File: src/rtl/apb_pkg.sv
// Shared APB definitions: FSM state encoding, default bus widths and the
// timeout-counter sizing helper.
package apb_pkg;

    localparam int APB_ADDR_W = 8;
    localparam int APB_DATA_W = 8;

    typedef enum logic [1:0] {
        APB_IDLE,
        APB_SETUP,
        APB_ACCESS
    } apb_state_t;

    // A zero limit disables the timer; still give the counter one bit so it is never zero-width.
    function automatic int unsigned wait_cnt_width(input int unsigned limit);
        if (limit == 0) return 1;
        return $clog2(limit + 1);
    endfunction

endpackage

File: src/rtl/apb_wait_timer.sv
// Saturating wait-state counter: cleared before ACCESS, counts ACCESS edges with
// pready low, and flags the edge on which the count would reach the limit.
module apb_wait_timer #(
    parameter int CNT_W = 1
) (
    input  logic             pclk,
    input  logic             preset_n,
    input  logic             i_clear,
    input  logic             i_enable,
    input  logic [CNT_W-1:0] i_limit,
    output logic             o_expired
);

    logic [CNT_W-1:0] r_count;
    logic [CNT_W:0]   w_count_inc;

    assign w_count_inc = {1'b0, r_count} + {{CNT_W{1'b0}}, 1'b1};

    // Combinational so the FSM can abort on the very edge the limit is reached.
    assign o_expired = i_enable && (i_limit != '0) && (w_count_inc >= {1'b0, i_limit});

    // NOTE: sequential state uses non-blocking assignments so every register
    // samples pre-edge values regardless of block ordering.
    always_ff @(posedge pclk or negedge preset_n) begin
        if (!preset_n) begin
            r_count <= '0;
        end else if (i_clear) begin
            r_count <= '0;
        end else if (i_enable && (r_count != '1)) begin
            r_count <= w_count_inc[CNT_W-1:0];
        end
    end

endmodule

File: src/rtl/apb_requester.sv
// APB requester: takes one command at a time, runs SETUP->ACCESS toward a single
// completer, and returns a one-cycle response with optional wait-state timeout.
module apb_requester
    import apb_pkg::*;
#(
    parameter int ADDR_W  = APB_ADDR_W,
    parameter int DATA_W  = APB_DATA_W,
    parameter int TIMEOUT = 16
) (
    input  logic              pclk,
    input  logic              preset_n,
    input  logic              cmd_valid,
    output logic              cmd_ready,
    input  logic              cmd_write,
    input  logic [ADDR_W-1:0] cmd_addr,
    input  logic [DATA_W-1:0] cmd_wdata,
    output logic              rsp_valid,
    output logic [DATA_W-1:0] rsp_rdata,
    output logic              rsp_err,
    output logic              rsp_timeout,
    output logic              psel_x,
    output logic              penable,
    output logic              pwrite,
    output logic [ADDR_W-1:0] paddr,
    output logic [DATA_W-1:0] pwdata,
    input  logic              pready,
    input  logic [DATA_W-1:0] prdata,
    input  logic              pslverr
);

    localparam int               CNT_W = wait_cnt_width(TIMEOUT);
    localparam logic [CNT_W-1:0] LIMIT = CNT_W'(TIMEOUT);

    apb_state_t        r_state;
    apb_state_t        w_state_next;

    logic              r_psel;
    logic              r_penable;
    logic              r_pwrite;
    logic [ADDR_W-1:0] r_paddr;
    logic [DATA_W-1:0] r_pwdata;
    logic              r_rsp_valid;
    logic [DATA_W-1:0] r_rsp_rdata;
    logic              r_rsp_err;
    logic              r_rsp_timeout;

    logic              w_accept;
    logic              w_done;
    logic              w_wait;
    logic              w_expired;
    logic              w_abort;

    assign cmd_ready = (r_state == APB_IDLE);
    assign w_accept  = cmd_valid && cmd_ready;
    assign w_done    = (r_state == APB_ACCESS) && pready;
    assign w_wait    = (r_state == APB_ACCESS) && !pready;
    assign w_abort   = w_wait && w_expired;

    apb_wait_timer #(
        .CNT_W (CNT_W)
    ) u_wait_timer (
        .pclk      (pclk),
        .preset_n  (preset_n),
        .i_clear   (r_state == APB_SETUP),
        .i_enable  (w_wait),
        .i_limit   (LIMIT),
        .o_expired (w_expired)
    );

    always_ff @(posedge pclk or negedge preset_n) begin
        if (!preset_n) begin
            r_state <= APB_IDLE;
        end else begin
            r_state <= w_state_next;
        end
    end

    // NOTE: next-state is defaulted before the case so no path leaves it unassigned (no latch).
    always_comb begin
        w_state_next = r_state;
        unique case (r_state)
            APB_IDLE:   if (cmd_valid)         w_state_next = APB_SETUP;
            APB_SETUP:                         w_state_next = APB_ACCESS;
            APB_ACCESS: if (pready || w_expired) w_state_next = APB_IDLE;
            default:                           w_state_next = APB_IDLE;
        endcase
    end

    always_ff @(posedge pclk or negedge preset_n) begin
        if (!preset_n) begin
            r_psel        <= 1'b0;
            r_penable     <= 1'b0;
            r_pwrite      <= 1'b0;
            r_paddr       <= '0;
            r_pwdata      <= '0;
            r_rsp_valid   <= 1'b0;
            r_rsp_rdata   <= '0;
            r_rsp_err     <= 1'b0;
            r_rsp_timeout <= 1'b0;
        end else begin
            r_rsp_valid <= 1'b0;

            if (w_accept) begin
                r_psel   <= 1'b1;
                r_pwrite <= cmd_write;
                r_paddr  <= cmd_addr;
                if (cmd_write) r_pwdata <= cmd_wdata;
            end

            if (r_state == APB_SETUP) begin
                r_penable <= 1'b1;
            end

            // pready is tested first so a completion on the limit edge is not a timeout.
            if (w_done) begin
                r_psel        <= 1'b0;
                r_penable     <= 1'b0;
                r_rsp_valid   <= 1'b1;
                r_rsp_rdata   <= r_pwrite ? '0 : prdata;
                r_rsp_err     <= pslverr;
                r_rsp_timeout <= 1'b0;
            end else if (w_abort) begin
                r_psel        <= 1'b0;
                r_penable     <= 1'b0;
                r_rsp_valid   <= 1'b1;
                r_rsp_rdata   <= '0;
                r_rsp_err     <= 1'b1;
                r_rsp_timeout <= 1'b1;
            end
        end
    end

    assign psel_x      = r_psel;
    assign penable     = r_penable;
    assign pwrite      = r_pwrite;
    assign paddr       = r_paddr;
    assign pwdata      = r_pwdata;
    assign rsp_valid   = r_rsp_valid;
    assign rsp_rdata   = r_rsp_rdata;
    assign rsp_err     = r_rsp_err;
    assign rsp_timeout = r_rsp_timeout;

endmodule

File: config.mk
export PLATFORM = sky130hd
export DESIGN_NAME = apb_requester
export DESIGN_NICKNAME = d
export VERILOG_FILES = /design/src/rtl/apb_pkg.sv /design/src/rtl/apb_wait_timer.sv /design/src/rtl/apb_requester.sv
export SDC_FILE = /design/constraint.sdc
export NUM_CORES = 1
export LEC_CHECK = 0
export ABC_AREA = 1
export BUFFER_PORTS_ARGS = -buffer_cell sky130_fd_sc_hd__buf_2
export CAP_MARGIN = 20
export CELL_PAD_IN_SITES_DETAIL_PLACEMENT = 2
export CELL_PAD_IN_SITES_GLOBAL_PLACEMENT = 2
export CORE_ASPECT_RATIO = 0.6
export CORE_MARGIN = 5
export CORE_UTILIZATION = 28
export CTS_CLUSTER_DIAMETER = 120
export CTS_CLUSTER_SIZE = 16
export DETAILED_ROUTE_END_ITERATION = 8
export PLACE_DENSITY_LB_ADDON = 0.3
export SLEW_MARGIN = 20
export SYNTH_ARGS = -nofsm -noshare
export SYNTH_HDL_FRONTEND = slang
export SYNTH_SLANG_ARGS = --single-unit
File: constraint.sdc
create_clock -name pclk -period 1.9 [get_ports pclk]
set_input_delay 0.38 -clock pclk [delete_from_list [all_inputs] [get_ports pclk]]
set_output_delay 0.38 -clock pclk [all_outputs]
set_load 0.1 [all_outputs]
==> results of run 1 <==
[registers in the layout (all words and copies together), names as in the netlist]
register,flops
paddr,8
penable,1
psel_x,1
pwdata,8
pwrite,1
r_state,2
rsp_err,1
rsp_rdata,8
rsp_timeout,1
rsp_valid,1
u_wait_timer.r_count,5
[metal layers]
| layer | vias to the layer above | routed length [µm] | GRT usage [%] |
|---|---|---|---|
| li1 | 682 | - | - |
| met1 | 666 | 2370 | 18.9 |
| met2 | 40 | 2080 | 21.1 |
| met3 | 4 | 316 | 4.65 |
| met4 | 0 | 26 | 4.72 |
| met5 | - | 0 | 0 |
[worst max path at each step]
stage,from,endpoint
floorplan,u_wait_timer.r_count[0]$_DFFE_PN0P_,rsp_err$_DFFE_PN0P_
global placement,u_wait_timer.r_count[0]$_DFFE_PN0P_,rsp_err$_DFFE_PN0P_
detailed placement,u_wait_timer.r_count[0]$_DFFE_PN0P_,rsp_err$_DFFE_PN0P_
CTS,u_wait_timer.r_count[0]$_DFFE_PN0P_,rsp_err$_DFFE_PN0P_
global route,u_wait_timer.r_count[0]$_DFFE_PN0P_,rsp_err$_DFFE_PN0P_
finish,u_wait_timer.r_count[0]$_DFFE_PN0P_,rsp_err$_DFFE_PN0P_
[placed cells by master, fill, tap and decap left out, types with 2 or more instances in the layout]
cell type,instances
nand2_1,73
buf_2,60
dfrtp_1,37
nand3_1,20
nor2_1,6
inv_1,5
clkbuf_8,5
inv_2,4
buf_4,4
nand3_2,3
nand2_2,2
nand2_4,2
nor2_4,2
or2_0,2
o21ai_0,2
a21oi_1,2
ha_1,2
clkinv_2,2
[through the flow]
step | hold WS, ns | setup WS, ns | instances | area, µm² | utilization [%]
finish | 0.0192 | 0.126 | 320 | 2080 | 37.2
global route | 0.0395 | 0.00905 | 320 | 2080 | 37.2
CTS | 0.0310 | 0.101 | 320 | 2080 | 37.2
detailed placement | 0.349 | 0.120 | 312 | 2000 | 35.7
global placement | 0.341 | 0.195 | 312 | 2000 | 35.7
floorplan | 0.0844 | 0.335 | 173 | 1620 | -
[cell families (layout without fill, tap and decap cells)]
| family | after synthesis | after routing |
|---|---|---|
| DFF | 37 | 37 |
| buffers and inverters | 15 | 82 |
| and+or+nand+nor | 114 | 114 |
| AOI/OAI and AO/OA | 5 | 5 |
| adders and majority gates | 2 | 2 |
[worst max-delay path: stages (launching register included)]
cell	delay, ns
dfrtp_1	0.41
ha_1	0.22
nand2_1	0.09
nor2_1	0.05
ha_1	0.28
o21bai_2	0.20
nand2_2	0.16
nand2_1	0.14
nand2_1	0.08
nand2_1	0.05
[area by class of cell]
type                    instances  area (µm²)
repair buffers                 64         330
inverters                      10        40.0
clock buffers                   6        72.6
flip-flops and latches         37         926
clock inverters                 2        10.0
multi-input cells             121         602
fillers                       675        3520
well taps                      80         100
==> metrics, run 1 <==
post-layout min period approximately 1.8 ns; Die H 68.9 µm; vias in the first global route 1564; CTS Sinks 37; reg-to-reg startpoint u_wait_timer.r_count[0]$_DFFE_PN0P_; I/O Buffers 60; Data arrival, critical path 1.96 ns; syn avg cell area 9.34 µm²; mux cell area share after synthesis 0%; EDFF count, synth 0; Final Skew 0.00547 ns; Yosys reg bits 37; core region area ~5600 µm²; die area 7440 µm²; hold crit path type input pin to async pin; via count about 1400; cell row count 21; share of layout cells above drive strength 1 between 30% and 40%; max-cap violations 0; Antenna Cells 0; Post-Syn Nets roughly 200; post-cts resize count 0; final WL about 4.8 mm; Compound-Gate Fraction of Synth Area 1.93%; Slew HR 63.0%; Setup crit end kind register; CP startpoint kind register; DR vias/cell 4.35; post-synthesis sequential area ratio 57.3%; Synth Area in XOR/XNOR 0%; CTS Buffer Depth 2; synth unique cells 24; Area Growth Syn to Fin 28.7%; first-pass GRT wire length 7.79 mm; worst r2r path cells 9; Setup CP Type register to register; gpl congestion slightly above 0.7; Yosys top cell area share around 57%; Synth top cells by count nand2_1, dfrtp_1, nand3_1; largest area contributor in the synthesized netlist dfrtp_1; ANT nets after route 0; Cell Area, Synth 1620 µm²; Crit path required time 2.09 ns; First DRT Iteration DRCs 31; R2R Path End rsp_err$_DFFE_PN0P_; final slew viol count 0; Setup-failing EPs final 0; I/O pin total 61; Cells after Synth 173; H-tree depth 2; drt drc 0; First-pass DRT Iterations 4; die width 108 µm; Worst-Margin Slew 0.554 ns; r2r setup slk 0.13 ns; nets around 270; ys async rst share 100%; fmax 564 MHz; Synth Area in Adders 1.55%; Synth Area in Simple Gates between 30% and 40%; Yosys warnings 0; final setup TNS 0 ns; Final Cycle Share 93.4%; Final Hold Viols 0; CTS Buf Count 5; Initial Utilization about 29%; Root Buffer clkbuf_8; GRT Total Usage 13.9%; clock latency at the later pin of the worst-skew pair 0.29 ns; CTS tree built; Crit Path Max Fanout 9; initial antenna violation count 0; # hold bufs at CTS 0; RSZ-0062 raised after global routing false; total grt overflow 0; largest family of logic cells by synthesized area simple AND/OR/NAND/NOR gates; postcts setup bufs 0; count leader, synth nand2_1; top cells by area, synth dfrtp_1, nand2_1, nand3_1, nand3_2, ha_1; HPWL after DPL 3.85 mm; Clock transition at path regs 0.07 ns; Top FF cell, synth dfrtp_1; routed length per instance 15.0 µm; status complete, no violations; largest net degree at the start of global routing 19
Power of run 1 is left out: the tool's default activity adds up to more than one toggle a clock period on the data nets, which glitch-free logic cannot reach.
==> run 2, diff against run 1 <==
--- a/config.mk
+++ b/config.mk
@@ -16,7 +16,7 @@
 export CTS_CLUSTER_DIAMETER = 120
 export CTS_CLUSTER_SIZE = 16
 export DETAILED_ROUTE_END_ITERATION = 8
-export PLACE_DENSITY_LB_ADDON = 0.3
+export PLACE_DENSITY = 0.8
 export SLEW_MARGIN = 20
 export SYNTH_ARGS = -nofsm -noshare
 export SYNTH_HDL_FRONTEND = slang
==> run 2 against run 1 <==
  * Count of clock-buffer cells in the layout did not move
  * Cell area is 1.7% higher
  * Worst setup slack improved by 0.015 ns
  * Die area did not move
  * Utilization rose by 0.65 points
  * Register-to-register slack better by 0.03 ns
  * Global-route usage shrank 0.053 points
  * First-iteration DRC count grew 35%
  * Wire length fell by 1.6%
  * Non-clock buffer count down 1
  * Clock skew grew 0.0026 ns
==> metrics, run 2 (synthesis results as in run 1) <==
hold crit path type input pin to async pin; drt drc 0; cell row count 21; gpl congestion 0.751; Setup crit end kind output pin; GRT Total Usage between 10% and 20%; HPWL after DPL 3.61 mm; ANT nets after route 0; vias in the first global route 1539; die width 108 µm; Crit path required time 1.52 ns; Final Skew 0.00809 ns; worst r2r path cells 9; Initial Utilization between 20% and 30%; Clock transition at path regs approximately 0.08 ns; Final Hold Viols 0; RSZ-0062 raised after global routing false; Area Growth Syn to Fin 31.0%; Root Buffer clkbuf_8; die area 7440 µm²; via count 1390; CTS Buffer Depth 2; Antenna Cells 0; core region area 5600 µm²; Worst-Margin Slew 0.501 ns; routed length per instance 14.8 µm; I/O Buffers 60; first-pass GRT wire length 7.73 mm; Crit Path Max Fanout 3; Die H 68.9 µm; initial antenna violation count 0; Data arrival, critical path between 1 and 1.5 ns; Final Cycle Share 92.6%; H-tree depth 2; CP startpoint kind register; final WL 4.71 mm; CTS Buf Count 5; commonest non-fill, non-tap cells in the layout nand2_1, buf_2, dfrtp_1; First DRT Iteration DRCs 42; clock latency at the later pin of the worst-skew pair 0.29 ns; final setup TNS 0 ns; share of layout cells above drive strength 1 37.2%; Setup-failing EPs final 0; CTS Sinks 37; First-pass DRT Iterations 4; status complete, no violations; final slew viol count 0; largest net degree at the start of global routing 38; max-cap violations 0; total grt overflow 0; Setup CP Type register to output pin; fmax approximately 570 MHz; DR vias/cell approximately 4.4; I/O pin total around 60; post-layout min period 1.76 ns; most common cell after layout, fill and taps aside nand2_1; Slew HR 66.8%; CTS tree built; nets 270
-- run 2: cell types whose count changed in the layout (fill, tap and decap cells not counted) --
cell and change:
buf_12 +2, buf_4 -3, clkbuf_1 -1, clkbuf_8 +1
clkinv_2 -1, clkinv_4 +1, nand2_2 -1, nand2_4 +1
-- run 2: per-layer routing --
layer  vias up  track usage, %  wire length (µm)
li1        672               -                 -
met1       667            18.5              2170
met2        47            20.7              2090
met3         4            5.67               411
met4         0            4.25                32
met5         -               0                 0
-- run 2: worst paths after layout --
path	end	from	slack [ns]
setup / recovery	cmd_ready	r_state[0]$_DFFE_PN0P_	0.14
hold / removal	u_wait_timer.r_count[2]$_DFFE_PN0P_	preset_n	0.04
setup reg to reg	rsp_err$_DFFE_PN0P_	u_wait_timer.r_count[0]$_DFFE_PN0P_	0.16
hold reg to reg	paddr[6]$_DFFE_PN0P_	paddr[6]$_DFFE_PN0P_	0.47
max in group asynchronous	paddr[3]$_DFFE_PN0P_	preset_n	1.66
min in group pclk	paddr[7]$_DFFE_PN0P_	cmd_addr[7]	0.29
-- run 2: cell type report --
cell class | count | area (µm²)
clock buffer | 6 | 82.6
clock inverter | 2 | 13.8
fill | 649 | 3480
inverter | 10 | 40.0
multi-input combinational | 121 | 607
sequential | 37 | 926
tap | 80 | 100
timing repair buffer | 63 | 348
-- run 2: repair_timing --
item / 4_1_cts / 5_1_grt
endpoints found under the setup margin: 0 / 4
hold buffers: 0 / 0
gates resized for setup: 0 / 1
setup buffers: 0 / 1
-- run 2: critical path: stages (launching register included) --
cell and delay [ns]:
dfrtp_1 0.42, inv_2 0.10, nand2_2 0.09, inv_1 0.06, buf_2 0.42
-- run 2: stage by stage --
stage                     instance area [µm²]  setup slack [ns]  std cells  util (%)  hold slack, ns
after floorplan                          1620             0.335        173         -          0.0844
after global placement                   2000             0.142        310      35.7           0.363
after detailed placement                 2000            0.0760        310      35.7           0.365
after CTS                                2090           0.00715        318      37.4          0.0462
after global routing                     2120            0.0378        319      37.8          0.0478
final                                    2120             0.141        319      37.8          0.0425
Power of run 2 is left out for the same reason.
==> run 3, diff against run 2 <==
--- a/config.mk
+++ b/config.mk
@@ -17,6 +17,7 @@
 export CTS_CLUSTER_SIZE = 16
 export DETAILED_ROUTE_END_ITERATION = 8
 export PLACE_DENSITY = 0.8
+export REMOVE_ABC_BUFFERS = 1
 export SLEW_MARGIN = 20
 export SYNTH_ARGS = -nofsm -noshare
 export SYNTH_HDL_FRONTEND = slang
==> run 3 against run 2 <==
  * First-iteration DRC count is 19% lower
  * Utilization shrank 0.51 points
  * Critical path depth rose by 4
  * Global-route usage shrank 0.36 points
  * Die area unchanged
  * Critical endpoint is now u_wait_timer.r_count[0]$_DFFE_PN0P_
  * Largest cell class unchanged
==> metrics, run 3 (synthesis results as in run 1) <==
Clock transition at path regs approximately 0.08 ns; drt drc 0; vias in the first global route ~1600; clock latency at the later pin of the worst-skew pair 0.29 ns; most common cell after layout, fill and taps aside nand2_1; final slew viol count 0; nets 271; fmax a little under 600 MHz; CTS tree built; Root Buffer clkbuf_8; Data arrival, critical path 1.90 ns; First DRT Iteration DRCs 34; Setup-failing EPs final 0; Area Growth Syn to Fin 29.2%; Antenna Cells 0; initial antenna violation count 0; dpl ws around 0.16 ns; Final Skew 0.0122 ns; largest net degree at the start of global routing 38; die area 7440 µm²; first-pass GRT wire length 7.68 mm; RSZ-0062 raised after global routing false; cell row count 21; postcts setup bufs 0; critical path capture point u_wait_timer.r_count[0]$_DFFE_PN0P_; core region area 5600 µm²; commonest non-fill, non-tap cells in the layout nand2_1, buf_2, dfrtp_1; CP max stage delay 0.41 ns; CTS Sinks 37; Crit Path Max Fanout 7; # hold bufs at CTS 0; max-cap violations 0; slowest cell on the critical path dfrtp_1; Slew HR 67.3%; HPWL after DPL 3.48 mm; Crit path required time between 2 and 2.5 ns; CTS Buf Count 5; critical path, cell by cell ha_1 -> nand2_1 -> nor2_1 -> ha_1 -> nor3_4 -> inv_2 -> nand2_1 -> o21ai_0; Worst-Margin Slew between 0.4 and 0.5 ns; Crit. Startpoint u_wait_timer.r_count[0]$_DFFE_PN0P_; total grt overflow 0; share of layout cells above drive strength 1 37.2%; post-cts resize count 0; die width 108 µm; Filler cells between 600 and 700; Die H 68.9 µm; hold crit path type input pin to async pin; R2R Path End u_wait_timer.r_count[0]$_DFFE_PN0P_; Final Hold Viols 0; Final Cycle Share about 91%; CTS Buffer Depth 2; final setup TNS 0 ns; Setup crit end kind register; H-tree depth 2; routed length per instance 14.4 µm; GRT Total Usage 13.5%; worst r2r path cells 8; I/O Buffers 60; ANT nets after route 0; post-layout min period approximately 1.7 ns; First-pass DRT Iterations 4; Initial Utilization 28.9%; final WL about 4.6 mm; I/O pin total 61; DR vias/cell 4.28; gpl congestion 0.775; via count ~1400; status complete, no violations; reg-to-reg startpoint u_wait_timer.r_count[0]$_DFFE_PN0P_; CP startpoint kind register; r2r setup slk between 0.15 and 0.2 ns; Setup CP Type register to register; final worst slack 0.168 ns
-- run 3: how the worst min path moves through the flow --
stage | start | end | slack (ns) | depth (start not counted)
final | preset_n | rsp_rdata[3]$_DFFE_PN0P_ | 0.13 | 2
after global routing | preset_n | rsp_rdata[3]$_DFFE_PN0P_ | 0.16 | 2
after CTS | preset_n | rsp_rdata[3]$_DFFE_PN0P_ | 0.15 | 2
after detailed placement | pwdata[2]$_DFFE_PN0P_ | pwdata[2]$_DFFE_PN0P_ | 0.46 | 2
after global placement | paddr[1]$_DFFE_PN0P_ | paddr[1]$_DFFE_PN0P_ | 0.45 | 2
after floorplan | preset_n | paddr[0]$_DFFE_PN0P_ | 0.08 | 0
-- run 3: worst max-delay path: cells and delay by family (launching register included) --
| kind | cells | cell delay [ns] |
|---|---|---|
| simple gates | 4 | 0.58 |
| fa+ha+maj | 2 | 0.44 |
| flops | 1 | 0.41 |
| buf+inv | 1 | 0.11 |
| compound gates | 1 | 0.07 |
-- run 3: metal layers --
layer / up-vias / global-route usage, % / share of wire, %
li1: 672 / - / -
met1: 645 / 18.2 / 49
met2: 43 / 20.5 / 43
met3: 6 / 4.84 / 7.2
met4: 0 / 4.25 / 1.2
met5: - / 0 / 0
-- run 3: final cells by class --
class                   count  area, µm²  area share (%)
flip-flops and latches     37        926            44.3
multi-input cells         121        602            28.8
repair buffers             64        330            15.8
well taps                  80        100            4.79
clock buffers               6       82.6            3.95
inverters                  10       40.0            1.92
clock inverters             1       7.51           0.359
-- run 3: stage by stage --
stage	utilization (%)	instances	hold slack [ns]	area [µm²]
finish	37.3	319	0.126	2090
global route	37.3	319	0.163	2090
CTS	37.3	319	0.145	2090
detailed placement	35.7	312	0.457	2000
global placement	35.7	312	0.450	2000
floorplan	-	168	0.0844	1570
Power of run 3 is left out for the same reason.
